### config.mk
export PLATFORM = sky130hd
export DESIGN_NAME = de2i_input_debounce
export DESIGN_NICKNAME = d
export VERILOG_FILES = /design/src/rtl/de2i_input_pkg.sv /design/src/rtl/de2i_input_debounce_bit.sv /design/src/rtl/de2i_input_debounce.sv
export SDC_FILE = /design/constraint.sdc
export NUM_CORES = 1
export LEC_CHECK = 0
export CAP_MARGIN = 20
export CORE_UTILIZATION = 55
export CTS_CLUSTER_SIZE = 28
export DETAILED_ROUTE_END_ITERATION = 10
export GPL_TIMING_DRIVEN = 1
export PLACE_DENSITY_LB_ADDON = 0.25
export SYNTH_ARGS = -nofsm -noshare
export SYNTH_HDL_FRONTEND = slang
export SYNTH_SLANG_ARGS = --single-unit
### constraint.sdc
create_clock -name clk_clk -period 2.5 [get_ports clk_clk]
set_input_delay 0.375 -clock clk_clk [delete_from_list [all_inputs] [get_ports clk_clk]]
set_output_delay 0.375 -clock clk_clk [all_outputs]
set_load 0.05 [all_outputs]
### src/rtl/de2i_input_pkg.sv
// de2i_input_pkg
//   Shared constants for the DE2i-150 front-panel input conditioner:
//   default sizes, the 50 MHz debounce length, the filter counter width
//   helper, and the switches_word field layout used by the host driver.
package de2i_input_pkg;

  localparam int unsigned N_BTN_DEFAULT         = 4;
  localparam int unsigned N_SW_DEFAULT          = 18;
  localparam int unsigned CNT_W_DEFAULT         = 3;
  localparam int unsigned DEBOUNCE_CYCLES_50MHZ = 50000;  // 1 ms at 50 MHz

  // switches_word layout (default build): [17:0] switches,
  // [29:18] press counters with button 0 lowest, [31:30] zero.
  localparam int unsigned STATUS_W      = 32;
  localparam int unsigned SW_FIELD_LSB  = 0;
  localparam int unsigned CNT_FIELD_LSB = N_SW_DEFAULT;

  // Released level of an active-low pushbutton.
  localparam logic BTN_RELEASED = 1'b1;
  localparam logic SW_OFF       = 1'b0;

  // Width of the stable-count filter counter; never narrower than 1 bit.
  function automatic int unsigned dbc_cnt_width(input int unsigned cycles);
    return (cycles < 2) ? 1 : $clog2(cycles);
  endfunction

  // LSB of press counter idx inside switches_word.
  function automatic int unsigned press_cnt_lsb(input int unsigned n_sw,
                                                input int unsigned cnt_w,
                                                input int unsigned idx);
    return n_sw + idx * cnt_w;
  endfunction

endpackage

### src/rtl/de2i_input_debounce_bit.sv
// debounce_bit
//   Single-bit conditioner: 2-flop synchronizer followed by a stable-count
//   filter. A new level is accepted only after DEBOUNCE_CYCLES consecutive
//   samples that differ from the current stable level.
// Ports:
//   clk        - core clock
//   reset_n    - synchronous active-low reset
//   raw        - asynchronous input bit
//   level      - registered debounced level
//   level_next - value level takes on the next clock edge (for edge detect)
module debounce_bit
  import de2i_input_pkg::*;
#(
  parameter logic        RESET_LEVEL     = 1'b0,
  parameter int unsigned DEBOUNCE_CYCLES = DEBOUNCE_CYCLES_50MHZ
) (
  input  logic clk,
  input  logic reset_n,
  input  logic raw,
  output logic level,
  output logic level_next
);

  localparam int unsigned     CW       = dbc_cnt_width(DEBOUNCE_CYCLES);
  localparam logic [CW-1:0]   CNT_LAST = CW'(DEBOUNCE_CYCLES - 1);

  logic          sync_q1;
  logic          sync_q2;
  logic [CW-1:0] cnt;
  logic          accept;

  // Plain flop-to-flop synchronizer.
  always_ff @(posedge clk) begin
    if (!reset_n) begin
      sync_q1 <= RESET_LEVEL;
      sync_q2 <= RESET_LEVEL;
    end else begin
      sync_q1 <= raw;
      sync_q2 <= sync_q1;
    end
  end

  assign accept     = (sync_q2 != level) && (cnt == CNT_LAST);
  assign level_next = accept ? sync_q2 : level;

  // Any sample equal to the stable level restarts the count.
  always_ff @(posedge clk) begin
    if (!reset_n) begin
      level <= RESET_LEVEL;
      cnt   <= '0;
    end else begin
      level <= level_next;
      if ((sync_q2 == level) || (cnt == CNT_LAST)) begin
        cnt <= '0;
      end else begin
        cnt <= cnt + CW'(1);
      end
    end
  end

endmodule

### src/rtl/de2i_input_debounce.sv
// de2i_input_debounce
//   Conditions DE2i-150 KEY/SW inputs for the PCIe core PIOs: every bit is
//   synchronized and debounced; each button also keeps a wrapping press
//   counter that is packed above the switches in switches_word.
// Ports:
//   clk_clk       - core clock (50 MHz)
//   reset_reset_n - synchronous active-low reset
//   key_raw       - raw pushbuttons, active-low
//   sw_raw        - raw slide switches
//   buttons_db    - debounced pushbuttons, active-low
//   switches_word - {0, press counters, debounced switches}
//   press_pulse   - one-cycle strobe per accepted press
module de2i_input_debounce
  import de2i_input_pkg::*;
#(
  parameter int unsigned N_BTN           = N_BTN_DEFAULT,
  parameter int unsigned N_SW            = N_SW_DEFAULT,
  parameter int unsigned DEBOUNCE_CYCLES = DEBOUNCE_CYCLES_50MHZ,
  parameter int unsigned CNT_W           = CNT_W_DEFAULT
) (
  input  logic                clk_clk,
  input  logic                reset_reset_n,
  input  logic [N_BTN-1:0]    key_raw,
  input  logic [N_SW-1:0]     sw_raw,
  output logic [N_BTN-1:0]    buttons_db,
  output logic [STATUS_W-1:0] switches_word,
  output logic [N_BTN-1:0]    press_pulse
);

  logic [N_BTN-1:0] btn_next;
  logic [N_BTN-1:0] btn_fall;
  logic [N_SW-1:0]  sw_db;
  logic [N_SW-1:0]  unused_sw_next;
  logic [CNT_W-1:0] press_cnt [N_BTN];

  for (genvar gi = 0; gi < N_BTN; gi++) begin : g_btn
    debounce_bit #(
      .RESET_LEVEL     (BTN_RELEASED),
      .DEBOUNCE_CYCLES (DEBOUNCE_CYCLES)
    ) u_db (
      .clk        (clk_clk),
      .reset_n    (reset_reset_n),
      .raw        (key_raw[gi]),
      .level      (buttons_db[gi]),
      .level_next (btn_next[gi])
    );
  end

  for (genvar gs = 0; gs < N_SW; gs++) begin : g_sw
    debounce_bit #(
      .RESET_LEVEL     (SW_OFF),
      .DEBOUNCE_CYCLES (DEBOUNCE_CYCLES)
    ) u_db (
      .clk        (clk_clk),
      .reset_n    (reset_reset_n),
      .raw        (sw_raw[gs]),
      .level      (sw_db[gs]),
      .level_next (unused_sw_next[gs])
    );
  end

  // Press = stable level about to go 1->0; looking at the next value lets
  // the pulse and the counter update land on the same edge as buttons_db.
  assign btn_fall = buttons_db & ~btn_next;

  always_ff @(posedge clk_clk) begin
    if (!reset_reset_n) begin
      press_pulse <= '0;
      for (int unsigned i = 0; i < N_BTN; i++) begin
        press_cnt[i] <= '0;
      end
    end else begin
      press_pulse <= btn_fall;
      for (int unsigned i = 0; i < N_BTN; i++) begin
        if (btn_fall[i]) begin
          press_cnt[i] <= press_cnt[i] + CNT_W'(1);  // wraps by design
        end
      end
    end
  end

  always_comb begin
    switches_word = '0;
    switches_word[SW_FIELD_LSB +: N_SW] = sw_db;
    for (int unsigned i = 0; i < N_BTN; i++) begin
      switches_word[press_cnt_lsb(N_SW, CNT_W, i) +: CNT_W] = press_cnt[i];
    end
  end

endmodule

==> metrics.yaml, run 1 <==
status:
  status: "complete, no violations"
critical_path:
  worst_path_dominant_cell_family: "buffers and inverters"
  worstSetupPathType: "reg -> out"
  cp_slowest_cell: "clkdlybuf4s50_1"
  endpoint_kind: "output pin"
  max_stage_delay_ps: 910
  crit_arrival_ps: 1830
  path_buf_inv: 1
  start_kind: "flip-flop"
  critPathRequiredTime_ps: 2120
  cp_cell_sequence: "clkdlybuf4s50_1"
  cp_max_fo: 3
timing:
  worstMarginPinSlew_ps: 630
  fin_crit_ps: 2200
  grt_setup_unrepaired: "no"
  setup_tns_ps: 0
  post-route-period-util: 0.881
  fmax_mhz: 454
  clock_skew_ps: 9.62
  setup_ws_ps: 298
  hold_violations: 0
  slew_violations: 0
  setup_viol: 0
  slew_headroom: 0.579
place:
  port_buffers: 61
  place_inst: 2474
  globalplace.congestion: 0.839
  place_ws_ps: 346
  dp_hpwl_um: 21900
clocking:
  clock_sinks: 434
  cts-root-buf: "clkbuf_16"
  holdBufCountCts: 0
  cts_buffer_depth: 3
  cts_resized: 0
  ctsHtreeMaxLevel: 2
  cts_buffers: 45
  cts_tree: "built"
  clkLatencyLatePin_ps: 530
  cts_setup_buffers: 0
  clk_pin_slew_worst_paths_ps: 60
route:
  wire_per_inst_um: 13.0
  drtPass1Iterations: 5
  drc_errors: 0
  dr.first_iter.drc_count: 562
  postRouteAntennaNets: 0
  vias: 13544
  finalWirelength_um: 33100
  viasPerCell: 5.32
global_route:
  overflow: 0
  antenna_found_initial: 0
  grt_pass1_wl_um: 56900
  first_global_vias: 12647
  grt_start_max_net_pins: 74
  grt_use_total: 0.195
power_and_ir_drop:
  p_leak_nw: 6.60
  powerDensity_nw_per_um2: 672
  peakVddDrop_v: 0.000481
die:
  die_h_um: 185
  pin_count: 64
  die_w_um: 185
  initial_core_util: 0.563
  dieArea_um2: 34300
  core_um2: 32800
  std_cell_rows: 66
synth:
  ys_seq_area_frac: 0.477
  synth_top_cell_by_area: "dfxtp_1"
  yosys.cell_count.top_type: "dfxtp_1"
  synth_commonest_cells: "dfxtp_1, nor2_1, xnor2_1"
  synth_area_um2: 18500
  synth_edf_count: 12
  yosysWarnings: 0
  synthArstFlopShare: 0
  syn_avg_cell_area_um2: 9.13
  synth.distinct_cells: 49
  ys_ff_latch: 434
  synthFlopType: "dfxtp_1"
  synthCells: 2022
  synth_area_leaders: "dfxtp_1, xnor2_1, nor2_1"
  synth_top_area_share: 0.457
layout:
  drive_above_1_share: 0.0508
  multi_input_area_um2: 8950
  nets: 2129
  regArea_um2: 8810
  areaGrowthSynthToFinish_pct: 12.9
  utilization: 0.636
  nFillCells: 2748
  num_antenna_cells: 0
  instances_no_fill: 2548
worst_hold_path:
  hold_path.class: "in -> reg"
flow_run:
  drv_cap: 0
-- cells by family (layout without fill, tap and decap cells) --
logic type	after synthesis	after routing	synth area share
and+or+nand+nor	1038	1038	0.289
AOI/OAI and AO/OA	32	32	0.0132
other	1	2	0.000203
xor gates and xnor gates	324	324	0.154
DFF	434	434	0.477
muxes	19	19	0.0103
buffers and inverters	148	231	0.0386
adders and majority gates	26	26	0.0176
-- layer usage --
| metal | vias up | routed length (um) | GRT usage |
|---|---|---|---|
| met5 | - | 0 | 0 |
| met4 | 0 | 731 | 0.0608 |
| met3 | 57 | 1240 | 0.0344 |
| met1 | 6313 | 15600 | 0.251 |
| met2 | 209 | 15600 | 0.331 |
| li1 | 6965 | - | - |
-- metrics by stage --
| stage | instance area, um^2 | hold WS, ps | total power [mW] |
|---|---|---|---|
| CTS | 20800 | 293 | 14.2 |
| finish | 20800 | 310 | 14.0 |
| global placement | 19300 | 392 | 7.42 |
| detailed placement | 19300 | 396 | 7.42 |
| floorplan | 18500 | 386 | 7.33 |
| global route | 20800 | 328 | 14.5 |
-- power by group --
part           leakage (nW)  switching (mW)  internal [mW]
registers              3.53          0.0311           7.00
clock network         0.755            2.61           4.13
logic                  2.32           0.149         0.0908
-- sequential cells by signal, summed over array words and instances, names as in the netlist --
signal,flops
g_btn.u_db.cnt,64
g_btn.u_db.level,4
g_btn.u_db.sync_q1,4
g_btn.u_db.sync_q2,4
g_sw.u_db.cnt,288
g_sw.u_db.level,18
g_sw.u_db.sync_q1,18
g_sw.u_db.sync_q2,18
press_cnt,12
press_pulse,4
-- area by class of cell --
class / instances / area share
multi-input combinational: 1441 / 0.429
inverter: 85 / 0.0153
timing repair buffer: 72 / 0.0337
clock inverter: 15 / 0.00870
tap: 442 / 0.0265
clock buffer: 59 / 0.0639
sequential: 434 / 0.423
-- path summary, 6_finish.rpt --
check / startpoint / end / slack [ps] / cells after the start
setup / recovery: press_cnt[3][0]$_SDFFCE_PN0P_ / switches_word[27] / 300 / 1
hold / removal: reset_reset_n / g_btn[2].u_db.level$_SDFF_PN1_ / 310 / 3
setup reg to reg: g_btn[0].u_db.cnt[0]$_SDFF_PP0_ / press_cnt[0][0]$_SDFFCE_PN0P_ / 340 / 4
hold reg to reg: g_btn[3].u_db.sync_q1$_SDFF_PN1_ / g_btn[3].u_db.sync_q2$_SDFF_PN1_ / 400 / 1
-- cells in the final DEF, fill, tap and decap left out, drive strengths merged, types with 40 or more instances in the layout --
master / count
dfxtp: 422
nor2: 409
xnor2: 242
nand3: 117
nand4: 89
nor4: 87
inv: 85
xor2: 82
nand2: 76
nor3: 69
clkdlybuf4s50: 60
clkbuf: 59
and2: 40
Note: power is estimated with default switching activity, not from simulation.
==> run 2, diff against run 1 <==
- RECOVER_POWER: unset -> 100
==> run 2 against run 1 <==
Wire length fell by 0.29%. Critical endpoint unchanged. Fmax decreased by 2.8%. Register-to-register slack got worse by 80 ps. Highest routed layer unchanged. Combinational power shrank 3%. Largest cell class unchanged. Global-route usage did not move. Non-clock buffer count did not move.
==> metrics.yaml, run 2 (same netlist as run 1, synthesis figures left out) <==
layout:
  num_antenna_cells: 0  # unchanged
  postLayoutCellArea_um2: 20800  # about the same
  regMostFlops: "g_sw.u_db.cnt"  # unchanged
  top_regs: "g_sw.u_db.cnt x288, g_btn.u_db.cnt x64"  # unchanged
  final_cell_mix: "dfxtp_1, nor2_1, xnor2_1, nand3_1, nand4_1"  # unchanged
  nets: 2129  # unchanged
  drive_above_1_share: 0.0446  # was 0.0508
  areaGrowthSynthToFinish_pct: 12.5  # was 12.9%
  nFillCells: 2763  # was 2748
  multi_input_area_um2: 8880  # was 8950 um^2
  largest_reg_flops: 288  # unchanged
  instances_no_fill: 2548  # unchanged
  final_common_cell: "dfxtp_1"  # unchanged
  regArea_um2: 8810  # unchanged
timing:
  post-route-period-util: 0.906  # was 0.881
  fmax_mhz: 442  # was 454 MHz
  hold_slack_ps: 311  # was 310 ps
  grt_setup_unrepaired: "no"  # unchanged
  worstMarginPinSlew_ps: 760  # was 630 ps
  hold_violations: 0  # unchanged
  setup_tns_ps: 0  # unchanged
  slew_headroom: 0.494  # was 0.579
  setup_viol: 0  # unchanged
  slew_violations: 0  # unchanged
  clock_skew_ps: 10.6  # was 9.62 ps
  fin_crit_ps: 2260  # was 2200 ps
critical_path:
  crit_cells: 1  # unchanged
  worstSetupPathType: "reg -> out"  # unchanged
  cp_cell_sequence: "dlygate4sd3_1"  # was clkdlybuf4s50_1
  cp_max_fo: 3  # unchanged
  reg2reg_from: "g_sw[10].u_db.cnt[13]$_SDFF_PP0_"  # was g_btn[0].u_db.cnt[0]$_SDFF_PP0_
  start_kind: "flip-flop"  # unchanged
  crit_arrival_ps: 1890  # was 1830 ps
  rr_worst_depth: 4  # unchanged
  r2r_slack_ps: 260  # was 340 ps
  critPathRequiredTime_ps: 2120  # about the same
  max_stage_delay_ps: 980  # was 910 ps
  path_buf_inv: 1  # unchanged
  cp_slowest_cell: "dlygate4sd3_1"  # was clkdlybuf4s50_1
  r2r_end: "g_sw[10].u_db.cnt[4]$_SDFF_PP0_"  # was press_cnt[0][0]$_SDFFCE_PN0P_
  worst_path_dominant_cell_family: "buffers and inverters"  # unchanged
  endpoint_kind: "output pin"  # unchanged
clocking:
  cts_buffers: 45  # unchanged
  clock_sinks: 434  # unchanged
  cts_setup_buffers: 0  # unchanged
  cts_tree: "built"  # unchanged
  cts_resized: 0  # unchanged
  holdBufCountCts: 0  # unchanged
  cts_buffer_depth: 3  # unchanged
  clk_pin_slew_worst_paths_ps: 60  # about the same
  cts-root-buf: "clkbuf_16"  # unchanged
  ctsHtreeMaxLevel: 2  # unchanged
  clkLatencyLatePin_ps: 530  # about the same
route:
  drtPass1Iterations: 5  # unchanged
  top_layer_used: "met4"  # unchanged
  wire_per_inst_um: 13.0  # about the same
  dr_wl_met2_um: 15500  # was 15600 um
  postRouteAntennaNets: 0  # unchanged
  dr.first_iter.drc_count: 581  # was 562
  finalWirelength_um: 33000  # was 33100 um
  drc_errors: 0  # unchanged
  drt-met1-wl_um: 15500  # was 15600 um
  dr_wl_met3_um: 1220  # was 1240 um
  vias: 13560  # was 13544
  viasPerCell: 5.32  # about the same
flow_run:
  drv_cap: 0  # unchanged
power_and_ir_drop:
  powerDensity_nw_per_um2: 674  # was 672 nW/um^2
  total_power_mw: 14.0  # about the same
  p_leak_nw: 6.65  # was 6.60 nW
  peakVddDrop_v: 0.000481  # about the same
global_route:
  grt_start_max_net_pins: 74  # unchanged
  grt_use_total: 0.195  # unchanged
  grt_pass1_wl_um: 56900  # unchanged
  first_global_vias: 12647  # unchanged
  antenna_found_initial: 0  # unchanged
  overflow: 0  # unchanged
die:
  dieArea_um2: 34300  # unchanged
  pin_count: 64  # unchanged
  std_cell_rows: 66  # unchanged
  die_w_um: 185  # unchanged
  core_um2: 32800  # unchanged
  initial_core_util: 0.563  # unchanged
  die_h_um: 185  # unchanged
place:
  dp_hpwl_um: 21900  # unchanged
  place_inst: 2474  # unchanged
  port_buffers: 61  # unchanged
  place_area_um2: 19300  # unchanged
  globalplace.congestion: 0.839  # unchanged
worst_hold_path:
  hold_depth: 3  # unchanged
  hold_path.class: "in -> reg"  # unchanged
  holdPathEnd: "g_btn[2].u_db.level$_SDFF_PN1_"  # unchanged
  worstHoldStart: "reset_reset_n"  # unchanged
status:
  status: "complete, no violations"  # unchanged
==> run 2: worst reg2reg max path: stages, from the launching register on <==
cell,delay (ps)
dfxtp_1,330
or4b_1,500
or4_1,570
o211ai_2,570
nor2_1,130
==> run 2: worst max-delay path by stage <==
| stage | start | end | slack [ps] |
|---|---|---|---|
| floorplan | g_btn[0].u_db.cnt[5]$_SDFF_PP0_ | press_cnt[0][0]$_SDFFCE_PN0P_ | 520 |
| global placement | g_btn[0].u_db.cnt[0]$_SDFF_PP0_ | press_cnt[0][2]$_SDFFCE_PN0P_ | 430 |
| detailed placement | g_btn[0].u_db.cnt[0]$_SDFF_PP0_ | press_cnt[0][1]$_SDFFCE_PN0P_ | 350 |
| CTS | press_cnt[3][0]$_SDFFCE_PN0P_ | switches_word[27] | 260 |
| global route | g_sw[9].u_db.cnt[7]$_SDFF_PP0_ | g_sw[9].u_db.cnt[10]$_SDFF_PP0_ | 110 |
| finish | press_cnt[3][0]$_SDFFCE_PN0P_ | switches_word[27] | 240 |
==> run 2: routing by layer <==
metal	vias up	global-route usage
met1	6328	0.251
met3	57	0.0344
met5	-	0
met2	203	0.331
li1	6972	-
met4	0	0.0608
==> run 2: stage by stage <==
stage / utilization / setup WS, ps
2_1_floorplan: - / 523
3_3_place_gp: 0.590 / 434
3_5_place_dp: 0.590 / 346
4_1_cts: 0.636 / 259
5_1_grt: 0.634 / 114
6_report: 0.634 / 235
==> run 2: layout make-up <==
type,instances,share of cell area
inverters,85,0.0154
flip-flops and latches,434,0.424
well taps,442,0.0266
clock buffers,59,0.0642
clock inverters,15,0.00873
multi-input cells,1441,0.428
repair buffers,72,0.0333
==> run 2: power by group <==
part           switching (mW)  total [mW]  leakage (nW)  internal [mW]
Clock                    2.60        6.73         0.755           4.13
Sequential             0.0309        7.03          3.53           7.00
Combinational           0.146       0.231          2.37         0.0847
